### src/rtl/mem_dump_reader.sv
// mem_dump_reader: sweeps a contiguous, wrapping address window of a
// single-clock block RAM and streams the words out over valid/ready.
//   clk, reset (async, active-low)
//   start, base_addr, length : command, sampled only in IDLE
//   busy, done, err          : status; done/err are one-cycle pulses
//   mem_raddr, mem_dout      : memory read port (address registered here)
//   m_valid, m_data, m_last, m_ready : output stream
// The memory read data for an address registered at one edge is captured at
// the next edge. A 2-entry head/tail buffer decouples reads from backpressure.
module mem_dump_reader #(
  parameter int unsigned WID_MEM   = 4,
  parameter int unsigned DEPTH_MEM = 4096,
  parameter int unsigned ADDR_W    = 32
) (
  input  logic               clk,
  input  logic               reset,
  input  logic               start,
  input  logic [ADDR_W-1:0]  base_addr,
  input  logic [ADDR_W-1:0]  length,
  output logic               busy,
  output logic               done,
  output logic               err,
  output logic [ADDR_W-1:0]  mem_raddr,
  input  logic [WID_MEM-1:0] mem_dout,
  output logic               m_valid,
  output logic [WID_MEM-1:0] m_data,
  output logic               m_last,
  input  logic               m_ready
);

  localparam logic [ADDR_W-1:0] DEPTH_A = ADDR_W'(DEPTH_MEM);
  localparam logic [ADDR_W-1:0] LAST_A  = ADDR_W'(DEPTH_MEM - 1);
  localparam logic [ADDR_W-1:0] ONE_A   = ADDR_W'(1);

  typedef enum logic [1:0] {
    S_IDLE  = 2'd0,
    S_RUN   = 2'd1,
    S_DRAIN = 2'd2
  } state_t;

  state_t              r_state;
  logic [ADDR_W-1:0]   r_addr;
  logic [ADDR_W-1:0]   r_remaining;
  logic [ADDR_W-1:0]   r_raddr;
  logic                r_busy;
  logic                r_done;
  logic                r_err;
  logic                r_inflight;
  logic                r_inflight_last;

  logic                r_head_vld;
  logic [WID_MEM-1:0]  r_head_data;
  logic                r_head_last;
  logic                r_tail_vld;
  logic [WID_MEM-1:0]  r_tail_data;
  logic                r_tail_last;

  logic                w_pop;
  logic                w_push;
  logic [1:0]          w_occ;
  logic [1:0]          w_load;
  logic                w_issue;

  // A word popping this cycle frees its slot, which keeps one read per cycle
  // flowing under m_ready=1 while still never overfilling the buffer.
  assign w_pop   = r_head_vld & m_ready;
  assign w_push  = r_inflight;
  assign w_occ   = 2'(r_head_vld) + 2'(r_tail_vld);
  assign w_load  = w_occ + 2'(r_inflight) - 2'(w_pop);
  assign w_issue = (r_state == S_RUN) && (w_load < 2'd2);

  // Command acceptance, read issue and completion sequencing.
  always_ff @(posedge clk or negedge reset) begin
    if (!reset) begin
      r_state         <= S_IDLE;
      r_addr          <= '0;
      r_remaining     <= '0;
      r_raddr         <= '0;
      r_busy          <= 1'b0;
      r_done          <= 1'b0;
      r_err           <= 1'b0;
      r_inflight      <= 1'b0;
      r_inflight_last <= 1'b0;
    end else begin
      r_done          <= 1'b0;
      r_err           <= 1'b0;
      r_inflight      <= w_issue;
      r_inflight_last <= w_issue && (r_remaining == ONE_A);
      case (r_state)
        S_IDLE: begin
          if (start) begin
            if ((base_addr >= DEPTH_A) || (length > DEPTH_A)) begin
              r_err <= 1'b1;
            end else if (length == '0) begin
              r_done <= 1'b1;
            end else begin
              r_addr      <= base_addr;
              r_remaining <= length;
              r_busy      <= 1'b1;
              r_state     <= S_RUN;
            end
          end
        end
        S_RUN: begin
          if (w_issue) begin
            r_raddr     <= r_addr;
            r_addr      <= (r_addr == LAST_A) ? '0 : r_addr + ONE_A;
            r_remaining <= r_remaining - ONE_A;
            if (r_remaining == ONE_A) begin
              r_state <= S_DRAIN;
            end
          end
        end
        S_DRAIN: begin
          if (w_pop && r_head_last) begin
            r_done  <= 1'b1;
            r_busy  <= 1'b0;
            r_state <= S_IDLE;
          end
        end
        default: begin
          r_state <= S_IDLE;
          r_busy  <= 1'b0;
        end
      endcase
    end
  end

  // Two-entry output buffer: head drives the stream, tail absorbs one
  // extra captured word while the sink stalls.
  always_ff @(posedge clk or negedge reset) begin
    if (!reset) begin
      r_head_vld  <= 1'b0;
      r_head_data <= '0;
      r_head_last <= 1'b0;
      r_tail_vld  <= 1'b0;
      r_tail_data <= '0;
      r_tail_last <= 1'b0;
    end else if (w_push && w_pop) begin
      if (r_tail_vld) begin
        r_head_data <= r_tail_data;
        r_head_last <= r_tail_last;
        r_tail_data <= mem_dout;
        r_tail_last <= r_inflight_last;
      end else begin
        r_head_data <= mem_dout;
        r_head_last <= r_inflight_last;
      end
    end else if (w_push) begin
      if (!r_head_vld) begin
        r_head_vld  <= 1'b1;
        r_head_data <= mem_dout;
        r_head_last <= r_inflight_last;
      end else begin
        r_tail_vld  <= 1'b1;
        r_tail_data <= mem_dout;
        r_tail_last <= r_inflight_last;
      end
    end else if (w_pop) begin
      if (r_tail_vld) begin
        r_head_data <= r_tail_data;
        r_head_last <= r_tail_last;
        r_tail_vld  <= 1'b0;
        r_tail_last <= 1'b0;
      end else begin
        r_head_vld  <= 1'b0;
        r_head_last <= 1'b0;
      end
    end
  end

  assign busy      = r_busy;
  assign done      = r_done;
  assign err       = r_err;
  assign mem_raddr = r_raddr;
  assign m_valid   = r_head_vld;
  assign m_data    = r_head_data;
  assign m_last    = r_head_last;

endmodule

### config.mk
export PLATFORM = sky130hd
export DESIGN_NAME = mem_dump_reader
export DESIGN_NICKNAME = d
export VERILOG_FILES = /design/src/rtl/mem_dump_reader.sv
export SDC_FILE = /design/constraint.sdc
export NUM_CORES = 1
export LEC_CHECK = 0
export BUFFER_PORTS_ARGS = -buffer_cell sky130_fd_sc_hd__clkbuf_2
export CORE_MARGIN = 5
export CORE_UTILIZATION = 56
export CTS_CLUSTER_DIAMETER = 80
export DETAILED_ROUTE_END_ITERATION = 16
export HOLD_SLACK_MARGIN = 0.06
export PLACE_DENSITY = 0.8
export SETUP_SLACK_MARGIN = 0.5
export SYNTH_ARGS = -nofsm -noshare
export SYNTH_HDL_FRONTEND = slang
export SYNTH_SLANG_ARGS = --single-unit
### constraint.sdc
create_clock -name clk -period 2.8 [get_ports clk]
set_input_delay 0 -clock clk [delete_from_list [all_inputs] [get_ports clk]]
set_output_delay 0 -clock clk [all_outputs]
set_load 0.01 [all_outputs]
* After elaboration in Yosys (flattened, before gate mapping) *
Index checks and enable logic that the tools add are counted.

cells by class
  bitwise operators = 3
  order comparisons = 3
  add/subtract/negate cells = 5
  equal/unequal tests = 15
  mux-type cells = 59
  reductions and logical operators = 24

operator list
  kind                   number
  $mux 32                9
  $pmux 32 s2            2
  $mux 4                 10
  $add 32x1->32 const B  1
  $eq 32x1->1 const B    1
  $eq 32x12->1 const B   1
  $ge 32x13->1 const B   1
  $gt 32x13->1 const B   1
  $logic_not 32->1       1
  $sub 32x1->32 const B  1
  $mux 1                 29
  $ne 2x2->1 const B     7
  $mux 2                 6
  $reduce_and 3->1       4
  $reduce_and 5->1       2
  $reduce_bool 2->1      5
  $pmux 2 s3             1
  $reduce_and 6->1       1
  $reduce_bool 3->1      2
  $logic_and 1x1->1      4
  $ne 2x1->1 const B     2
  $reduce_and 2->1       2
  $reduce_and 4->1       1
  $ne 3x1->1 const B     1
  13 further kinds       14

word-level totals
  register bits after elaboration = 115
  bits of input ports = 72
  logic and storage cells = 124
  output and inout bits = 41

* Longest topological paths before layout *
Gate-level depths: netlist of run 1.

  depth after elaboration = 7
  mapped depth = 11
  gate-level depth less buffers = 9

* Worst setup path before layout of run 1 *
OpenSTA, ideal clock, no wires.

  path kind = register to register
  start = register r_head_vld, in the netlist m_valid
  end = register r_state[1]
  path buffers = 2
  required time = 2.682 ns
  arrival time = 2.459 ns
  path slack = 0.223 ns
  period minus slack after synthesis = 2.577 ns
  cell stages (with the launch flop) = 11
  setup time = 0.118 ns
  cells stage by stage = dfrtp_1 nand2_1 ha_1 ha_1 a21oi_1 xnor2_1 nand2b_1 clkbuf_1 buf_1 nor2_1 a21o_1

on the way
  longest elaborated chain between the ends = 7
  elaborated cells on any way between the ends = 10
  those cells by class = 3 x add/sub; 1 x order compare; 2 x eq/ne; 1 x bitwise; 3 x reduce/logical

RTL lines
  item                          RTL line  source
  start, declared               51        logic r_head_vld;
  start signal, assigned        133       r_head_vld <= 1'b0;
  start signal, assigned        151       r_head_vld <= 1'b1;
  start signal, assigned        166       r_head_vld <= 1'b0;
  $add 1x1->2                   68        assign w_occ = 2'(r_head_vld) + 2'(r_tail_vld);
  $add 2x1->2                   69        assign w_load = w_occ + 2'(r_inflight) - 2'(w_pop);
  $sub 2x1->2                   69
  $lt 2x2->1                    70        assign w_issue = (r_state == S_RUN) && (w_load < 2'd2);
  $logic_and 1x1->1             70
  $ne 2x2->1 (no line)          --
  $reduce_and 6->1 (no line) *  --
  end signal, assigned          75        r_state <= S_IDLE;
  end signal, assigned          100       r_state <= S_RUN;
  end signal, assigned          110       r_state <= S_DRAIN;
  end, declared                 41        state_t r_state;

Every way passes the cells marked *; elsewhere a longest branch is shown, timed or not.
A chain may end at the register's enable or synchronous reset.

* Worst setup path after layout of run 1 *
  start = register r_remaining[12]
  end = register r_remaining[27]

on the way
  longest elaborated chain between the ends = 3

RTL lines
  item                    RTL line  source
  start, declared         43        logic [ADDR_W-1:0] r_remaining;
  start signal, assigned  98        r_remaining <= length;
  start signal, assigned  108       r_remaining <= r_remaining - ONE_A;
  $sub 32x1->32           108
  $mux 32                 105       if (w_issue) begin
  $pmux 32 s2             89        case (r_state)

Every way passes these cells. The select of a mux whose other input is x is not followed.

==> results.md, run 1 <==
* Sequential fraction of the synthesis area at 45.33%
* Area of the multi-input gates at 3726 µm²
* Clk_skew at 0.01256 ns
* DR vias/cell at 6.940
* Number of distinct library cells after synthesis at 58
* Max incr delay on CP at 0.47 ns
* Pwr dens at 468.8 nW/µm²
* Tot GR Track Use at 30.32%
* Dpl cell area at 7172 µm²
* Post-Syn Nets at 840
* Status: completed
* Fillers at 556
* Maximum root-to-sink buffer count at 2
* Final setup fails at 0
* Initial DRC Count at 1211
* Critical path arrival at 2.76 ns
* Synthesis-to-layout area growth at 43.97%
* Die Span X at 116.5 µm
* Drc violations at 0
* YS warnings at 0
* Antenna-violating nets left at 0
* Hold Path Class: input pin to async pin
* Synth Register Bits at 115
* Final hold violations at 0
* Syn Inst Count at 760
* Die area at 13570 µm²
* Via count at 7655
* Drt total wl at 24920 µm
* Synthesized cell area at 6349 µm²
* Row Count at 38
* IO Pins at 113
* Worst Setup Start Kind: flop
* Place WS at 0.2961 ns
* Vias in the first global route at 6686
* Crit path required time at 3.12 ns
* Port bufs at 112
* Clock sink total at 115
* Cell area after layout at 9140 µm²
* Sequential cell area at 2883 µm²
* Syn avg cell area at 8.353 µm²
* Starting density of the core at 57.80%
* Fin crit share at 87.22%
* Worst slew pin tran at 0.7875 ns
* Post-synth ARST share at 100.0%
* Shortest clock period the worst path allows after layout at 2.442 ns
* Clk slew on worst S/H paths at 0.06 ns
* Crit end category: flop
* Crit Path Class: flop to flop
* Static leakage at 0.004149 µW
* Slowest-stage cell, CP: dfrtp_1
* First-pass GRT wire length at 32310 µm
* Clock latency on the worst-skew pair at 0.44 ns
* Final WS setup at 0.3579 ns
* CTS buffer count at 17
* Die height at 116.5 µm
* Core ar. at 10980 µm²
* Max IR drop VDD at 0.5063 mV
* Root Buffer: clkbuf_16
* CP Cell Sequence: nor4_1 -> buf_4 -> nand4_1 -> or2_1 -> or4_1 -> and3_1 -> a211o_1
* Setup TNS at 0 ns
* Maxcap violations at 0
* Fmax at 0.4095 GHz
* Slew Limit Fails at 0
* H-Tree Depth at 4
* Largest net degree at the start of global routing at 74
* Layout cells sized above 1 at 28.76%
* Ant. Diodes at 0
* WL met1 at 8631 µm
* RSZ-0062 raised after global routing: yes
* Dpl hpwl at 13050 µm
* CP max FO at 6
* Gr ovfl total at 0
* Initial antenna violation count at 0
* Top Layer Used: met4
* Met2 wire length at 11230 µm
* Post-synth EDFFs at 0
* CTS tree: built
* Routed wl met3 at 3019 µm
* Layout net count at 1030
* Most used DFF post-synth: dfrtp_1
* Slew margin rel. at 47.02%
* Initial DRT Pass Iterations at 6
* Core Util, Final at 83.22%
* RD Place Congestion at 0.9333
* Wire length per cell at 22.59 µm
-- routing by layer --
| metal | up-vias | track usage, % |
|---|---|---|
| li1 | 3183 | - |
| met1 | 3508 | 38.05 |
| met2 | 709 | 48.25 |
| met3 | 255 | 8.238 |
| met4 | 0 | 15.39 |
| met5 | - | 0 |
-- cells in the final DEF, fill, tap and decap left out, types with 6 or more instances in the layout --
cell | Yosys | final
buf_4 | 0 | 35
buf_12 | 0 | 6
a22oi_1 | 7 | 7
and3_1 | 7 | 6
a21oi_1 | 57 | 55
o31ai_2 | 0 | 11
buf_6 | 0 | 8
o31ai_4 | 0 | 10
clkbuf_16 | 0 | 20
nand4_1 | 16 | 16
dfrtp_1 | 115 | 111
o21ai_0 | 56 | 36
dlygate4sd3_1 | 0 | 52
clkbuf_2 | 3 | 111
nor4_1 | 29 | 25
or3_1 | 6 | 6
a31oi_1 | 21 | 17
o21ai_1 | 7 | 27
or4_1 | 7 | 6
nor3_1 | 27 | 21
nand3_1 | 27 | 27
nor2_1 | 63 | 60
o22ai_1 | 10 | 10
inv_1 | 16 | 15
nand2_1 | 128 | 126
-- where the power goes --
part	switching [µW]	internal, µW	leakage (µW)
clock network	829	1380	0.000280
registers	31.4	1700	0.00154
logic	177	174	0.00233
total	1040	3250	0.00415
-- path summary, 6_finish.rpt --
| check | from | end | slack [ns] | cells after the start |
|---|---|---|---|---|
| max | r_remaining[12] | r_remaining[27] | 0.36 | 7 |
| min | reset | m_data[0] | 0.17 | 2 |
| max reg2reg | r_remaining[12] | r_remaining[27] | 0.36 | 7 |
| min reg2reg | mem_raddr[22] | mem_raddr[22] | 0.47 | 2 |
| max in group asynchronous | reset | r_addr[0] | 1.81 | 3 |
| min in group clk | length[10] | done | 0.18 | 5 |
-- cell type report --
cell class | instances | area share, %
multi-input cells | 580 | 40.77
repair buffers | 220 | 18.59
inverters | 16 | 0.6571
clock buffers | 20 | 5.106
well taps | 140 | 1.916
clock inverters | 12 | 1.424
flip-flops and latches | 115 | 31.54
-- state kept, by name, indices dropped and copies added (netlist names) --
signal	flops
r_addr	32
r_inflight	1
mem_raddr	32
r_state	2
r_tail_vld	1
done	1
m_last	1
m_valid	1
r_inflight_last	1
err	1
busy	1
r_remaining	32
m_data	4
r_tail_last	1
r_tail_data	4
-- Yosys cell counts (all sizes together) (6+ instances only) --
master	n	area share (%)
nand2	129	7.7
dfrtp	115	45
nor2	63	3.7
o21ai	63	5.0
a21oi	57	4.5
clkbuf	34	2.1
nor4	30	3.1
nand3	27	2.1
nor3	27	2.1
o31ai	25	3.0
a31oi	21	2.1
inv	16	0.95
nand4	16	1.6
buf	15	1.1
o22ai	10	0.99
ha	8	1.6
or4	8	1.0
a22oi	7	0.83
and3	7	0.69
a211oi	6	0.71
or3	6	0.59
-- kinds of logic (layout without fill, tap and decap cells) --
| group | count (synthesis) | count (layout) | synth area share, % |
|---|---|---|---|
| buffers and inverters | 65 | 268 | 4.099 |
| XOR/XNOR | 1 | 1 | 0.1380 |
| adder cells (fa/ha/maj) | 8 | 8 | 1.577 |
| AO/OA/AOI/OAI | 227 | 227 | 22.37 |
| flip-flops | 115 | 115 | 45.33 |
| AND/OR/NAND/NOR | 334 | 334 | 24.81 |
| multiplexers | 10 | 10 | 1.675 |
-- critical path: cells and delay by family, from the launching register on --
kind | cells | cell delay [ns]
flops | 1 | 0.47
buf+inv | 1 | 0.18
compound gates | 1 | 0.24
simple gates | 5 | 1.45
-- repair_timing --
| item | 4_1_cts | 5_1_grt |
|---|---|---|
| resized for setup | 20 | 115 |
| gates cloned | 0 | 7 |
| hold endpoints to repair | 114 | 0 |
| setup buffers | 7 | 14 |
| setup endpoints to repair | 96 | 89 |
| hold buffers | 52 | 0 |
| pin swaps | 1 | 25 |
-- stage by stage --
step	total power [µW]	hold slack, ns	instances
detailed placement	2005	0.1151	991
global placement	1995	0.09751	991
global route	4405	0.1508	1103
floorplan	1853	-0.2956	760
finish	4285	0.1653	1103
CTS	4230	0.1450	1082
(Power assumes the default switching activity.)
==> run 2, diff against run 1 <==
CORE_UTILIZATION = 40   (was 56)
PLACE_DENSITY = not set   (was 0.8)
==> run 2 against run 1 <==
  * Power increased by 3.7%
  * Clock skew decreased by 0.0054 ns
  * Design area decreased by 0.40%
  * Sequential share of layout area increased by 0.15 points
  * Sequential power about the same
  * Register-to-register slack improved by 0.08 ns
  * Final cell count increased by 6.7%
  * Count of clock-buffer cells in the layout increased by 2
  * Largest cell class unchanged
==> results.md, run 2 (same netlist as run 1, synthesis figures left out) <==
* Vias in the first global route at 6685
* Clock latency on the worst-skew pair at 0.42 ns
* Place WS at 0.3347 ns
* Clk slew on worst S/H paths at 0.05 ns
* Starting density of the core at 40.40%
* Layout cells sized above 1 at 26.85%
* Clk_skew at 0.007178 ns
* Final setup fails at 0
* CTS buffer count at 17
* Fillers at 1388
* Initial DRC Count at 563
* CP max FO at 11
* Drt total wl at 22020 µm
* Clock sink total at 115
* First-pass GRT wire length at 33460 µm
* Core ar. at 15710 µm²
* Slew Limit Fails at 0
* IO Pins at 113
* RSZ-0062 raised after global routing: yes
* RD Place Congestion at 0.9166
* Worst Setup Start Kind: flop
* Static leakage at 0.004149 µW
* Pwr dens at 488.1 nW/µm²
* Row Count at 46
* Wire length per cell at 18.71 µm
* Final hold violations at 0
* Maximum root-to-sink buffer count at 2
* Fin crit share at 84.26%
* Most frequent cells in the layout: 126 x nand2_1, 111 x clkbuf_2, 109 x dfrtp_1, 62 x nor2_1, 55 x a21oi_1
* Shortest clock period the worst path allows after layout at 2.359 ns
* Crit end category: flop
* Worst slew pin tran at 0.7254 ns
* Layout net count at 1028
* Hold Path Class: input pin to flop
* Initial antenna violation count at 0
* Die Span X at 136.0 µm
* DR vias/cell at 5.831
* Root Buffer: clkbuf_16
* Initial DRT Pass Iterations at 7
* Slew margin rel. at 51.64%
* CTS tree: built
* H-Tree Depth at 4
* Gr ovfl total at 0
* Drc violations at 0
* Dpl hpwl at 14120 µm
* Critical path arrival at 2.63 ns
* Port bufs at 112
* Largest net degree at the start of global routing at 53
* Crit Path Class: flop to flop
* Maxcap violations at 0
* Tot GR Track Use at 22.94%
* Die height at 136.0 µm
* Final WS setup at 0.4406 ns
* Fmax at 0.4238 GHz
* Setup TNS at 0 ns
* Status: completed
* Antenna-violating nets left at 0
* Non-filler cells, final at 1177
* Post-Place Cells at 1070
* Synthesis-to-layout area growth at 43.40%
* Max IR drop VDD at 0.4150 mV
* Leading cell type in the layout, fill and taps excluded: nand2_1
* Die area at 18490 µm²
* Ant. Diodes at 0
* Crit path required time at 3.08 ns
* Via count at 6863
==> run 2: routing by layer <==
layer	GRT usage (%)	wire length [µm]	up-vias
met5	0	0	-
met4	10.25	701	0
met3	4.515	1342	50
met2	37.89	10930	319
met1	29.23	9048	3313
li1	-	-	3181
==> run 2: through the flow <==
stage	instance area [µm²]	hold slack, ns	util, %	power [µW]
5_1_grt	9104	0.1397	57.94	4582
6_report	9104	0.1227	57.94	4444
4_1_cts	8529	0.09072	54.28	4446
3_3_place_gp	7292	0.09170	46.41	2005
3_5_place_dp	7292	0.1021	46.41	2014
2_1_floorplan	6394	-0.2956	-	1853
==> run 2: final timing paths <==
path,end,startpoint,cells past startpoint,slack (ns)
worst max-delay path,r_addr[4],m_valid,11,0.44
worst min-delay path,done,length[11],5,0.12
worst max register to register,r_addr[4],m_valid,11,0.44
worst min register to register,mem_raddr[31],mem_raddr[31],2,0.47
max in group asynchronous,r_addr[6],reset,3,1.77
min in group asynchronous,m_data[3],reset,2,0.19
==> run 2: critical path: stages, from the launching register on <==
cell and delay, ns:
dfrtp_2 0.42, nand2_4 0.11, ha_4 0.22, ha_4 0.22
a21oi_4 0.17, xnor2_4 0.12, nor2b_4 0.17, a21oi_4 0.05
buf_12 0.17, buf_12 0.15, o31ai_1 0.25, o21ai_0 0.15
==> run 2: repair_timing <==
| action | CTS | global route |
|---|---|---|
| cloned | 0 | 5 |
| hold buffers | 52 | 0 |
| resized for setup | 10 | 93 |
| setup endpoints to repair | 61 | 74 |
| hold endpoints to repair | 108 | 0 |
| pin swaps | 4 | 17 |
| setup buffers | 5 | 13 |
==> run 2: layout make-up <==
type / instances / area [µm²] / share of cell area (%)
Multi-Input combinational cell: 580 / 3567 / 39.18
Clock inverter: 10 / 180.2 / 1.979
Timing Repair Buffer: 218 / 1687 / 18.53
Clock buffer: 22 / 454.2 / 4.989
Inverter: 16 / 60.06 / 0.6597
Tap cell: 216 / 270.3 / 2.969
Sequential cell: 115 / 2885 / 31.69
==> run 2: report_power, final <==
group	leakage [µW]	switching, µW	internal [µW]
Sequential	0.00154	30.9	1700
Combinational	0.00231	173	173
Clock	0.000304	771	1600
==> run 3, diff against run 2 <==
clock period = 1.99 ns   (was 2.8 ns; I/O delays follow)
==> run 3 against run 2 <==
  * The flow now finishes with violations (setup timing)
  * Count of clock-buffer cells in the layout down 2
  * Largest power group unchanged
  * Register-to-register slack worse by 0.74 ns
  * Sequential share of layout area down 5.7 points
  * Flip-flop and latch count unchanged
  * Wire length up 15%
  * Fmax up 2.9%
  * Combinational power up 70%
  * Final cell count up 11%
  * Highest routed layer unchanged
  * Worst hold slack worse by 0.056 ns
  * Power up 43%
  * Non-clock buffer count up 127
  * Die area unchanged
==> results.md, run 3 (same netlist as run 1, synthesis figures left out) <==
* Status: complete, but fails checks
* Failing checks: setup timing
* Slowest-stage cell, CP: or4_4
* Drc violations at 0
* Dpl hpwl at 15620 µm
* Total Power at 6346 µW
* Crit end category: flop
* Max IR drop VDD at 0.5705 mV
* Layout net count at 1155
* Max incr delay on CP at 0.44 ns
* Antenna-violating nets left at 0
* Fillers at 1154
* DR vias/cell at 5.808
* Clk slew on worst S/H paths at 0.06 ns
* Largest net degree at the start of global routing at 57
* RSZ-0062 raised after global routing: yes
* Static leakage at 0.005016 µW
* Reg power frac at 38.2%
* Crit. Startpoint: r_remaining[1]
* Layout cells sized above 1 at 44.16%
* Initial antenna violation count at 0
* Initial DRT Pass Iterations at 5
* Initial DRC Count at 842
* Fmax at 0.4360 GHz
* Ant. Diodes at 0
* CTS tree: built
* Final setup fails at 99
* Area of the multi-input gates at 4320 µm²
* Wire length per cell at 19.49 µm
* Port bufs at 112
* Via count at 7568
* Drt total wl at 25400 µm
* RD Place Congestion at 0.9310
* Slew Limit Fails at 0
* Clock sink total at 115
* Leading cell type in the layout, fill and taps excluded: buf_4
* First-pass GRT wire length at 37960 µm
* Reg2Reg Launch Point: r_remaining[1]
* Final hold violations at 0
* CP max FO at 2
* Gate power share at 9.3%
* Die Span X at 136.0 µm
* Internal cell power at 4922 µW
* Synthesis-to-layout area growth at 74.20%
* Crit Path Class: flop to flop
* Kind of cell adding the most delay to the critical path: simple AND/OR/NAND/NOR gates
* Shortest clock period the worst path allows after layout at 2.294 ns
* WP buf/inv at 0
* Core ar. at 15710 µm²
* Maximum root-to-sink buffer count at 2
* Root Buffer: clkbuf_16
* Sequential cell area at 2879 µm²
* Sw power at 1424 µW
* Die height at 136.0 µm
* IO Pins at 113
* Fin crit share at 115.3%
* Place WS at -0.2873 ns
* CTS buffer count at 17
* Worst slew pin tran at 0.5596 ns
* Clock latency on the worst-skew pair at 0.42 ns
* Slew margin rel. at 62.69%
* Crit path required time at 2.29 ns
* Clk_skew at 0.007090 ns
* Switching share of power at 22.44%
* Row Count at 46
* Most frequent cells in the layout: 135 x buf_4, 122 x nand2_1, 114 x dfrtp_1, 111 x clkbuf_2, 58 x nor2_1
* Clock group share of total power at 52.5%
* Worst Setup Start Kind: flop
* Starting density of the core at 40.40%
* Final WS setup at -0.3036 ns
* H-Tree Depth at 4
* Vias in the first global route at 7416
* Tot GR Track Use at 26.01%
* Maxcap violations at 0
* Hold Path Class: input pin to async pin
* Gr ovfl total at 0
* Pwr dens at 573.8 nW/µm²
* CP Cell Sequence: nor4_4 -> nand4_1 -> or2_1 -> or4_4 -> and3_4 -> a211o_1
* Critical path arrival at 2.60 ns
* Die area at 18490 µm²
==> run 3: final cells by class <==
type / instances / area share [%]
Multi-Input combinational cell: 580 / 39.07
Inverter: 16 / 0.6788
Clock inverter: 11 / 1.663
Timing Repair Buffer: 345 / 26.08
Sequential cell: 115 / 26.03
Clock buffer: 20 / 4.039
Tap cell: 216 / 2.444
==> run 3: worst paths after layout <==
path / cells past startpoint / slack (ns) / end
worst max register to register: 6 / -0.30 / r_remaining[27]
worst min-delay path: 2 / 0.07 / r_remaining[8]
worst min register to register: 2 / 0.47 / mem_raddr[5]
min in group clk: 4 / 0.07 / r_remaining[9]
worst max-delay path: 6 / -0.30 / r_remaining[27]
max in group asynchronous: 3 / 1.23 / r_remaining[18]
==> run 3: per-stage QoR <==
stage	hold WS [ns]	util, %	cell area (µm²)	TNS (ns)	cells
final	0.06657	70.39	11060	-15.15	1303
after global routing	0.07918	70.39	11060	-25.03	1303
after CTS	0.05802	65.34	10270	-11.50	1286
after detailed placement	-0.008331	53.52	8409	-17.87	1184
after global placement	-0.01463	53.52	8409	-13.53	1184
after floorplan	-0.2956	-	6711	-8.816	760
==> run 3: metal layers <==
| metal | global-route usage, % | routed length [µm] | share of wire, % |
|---|---|---|---|
| met1 | 32.40 | 10400 | 41 |
| met2 | 44.66 | 12550 | 49 |
| met3 | 5.181 | 1583 | 6.2 |
| met4 | 9.798 | 874 | 3.4 |
| met5 | 0 | 0 | 0 |
==> run 3: power groups by stage <==
| stage | Clock, µW | Sequential, µW | Combinational [µW] |
|---|---|---|---|
| detailed placement | 0 | 2460 | 458 |
| CTS | 3360 | 2420 | 566 |
| floorplan | 0 | 2500 | 139 |
| global route | 3500 | 2430 | 636 |
| global placement | 0 | 2460 | 443 |
| finish | 3330 | 2420 | 589 |
==> run 3: repair_timing <==
action	4_1_cts	5_1_grt
buffers inserted	15	11
resized for setup	107	105
hold endpoints to repair	171	0
hold buffers	50	0
pin swaps	31	25
cloned	6	6
endpoints found under the setup margin	110	112
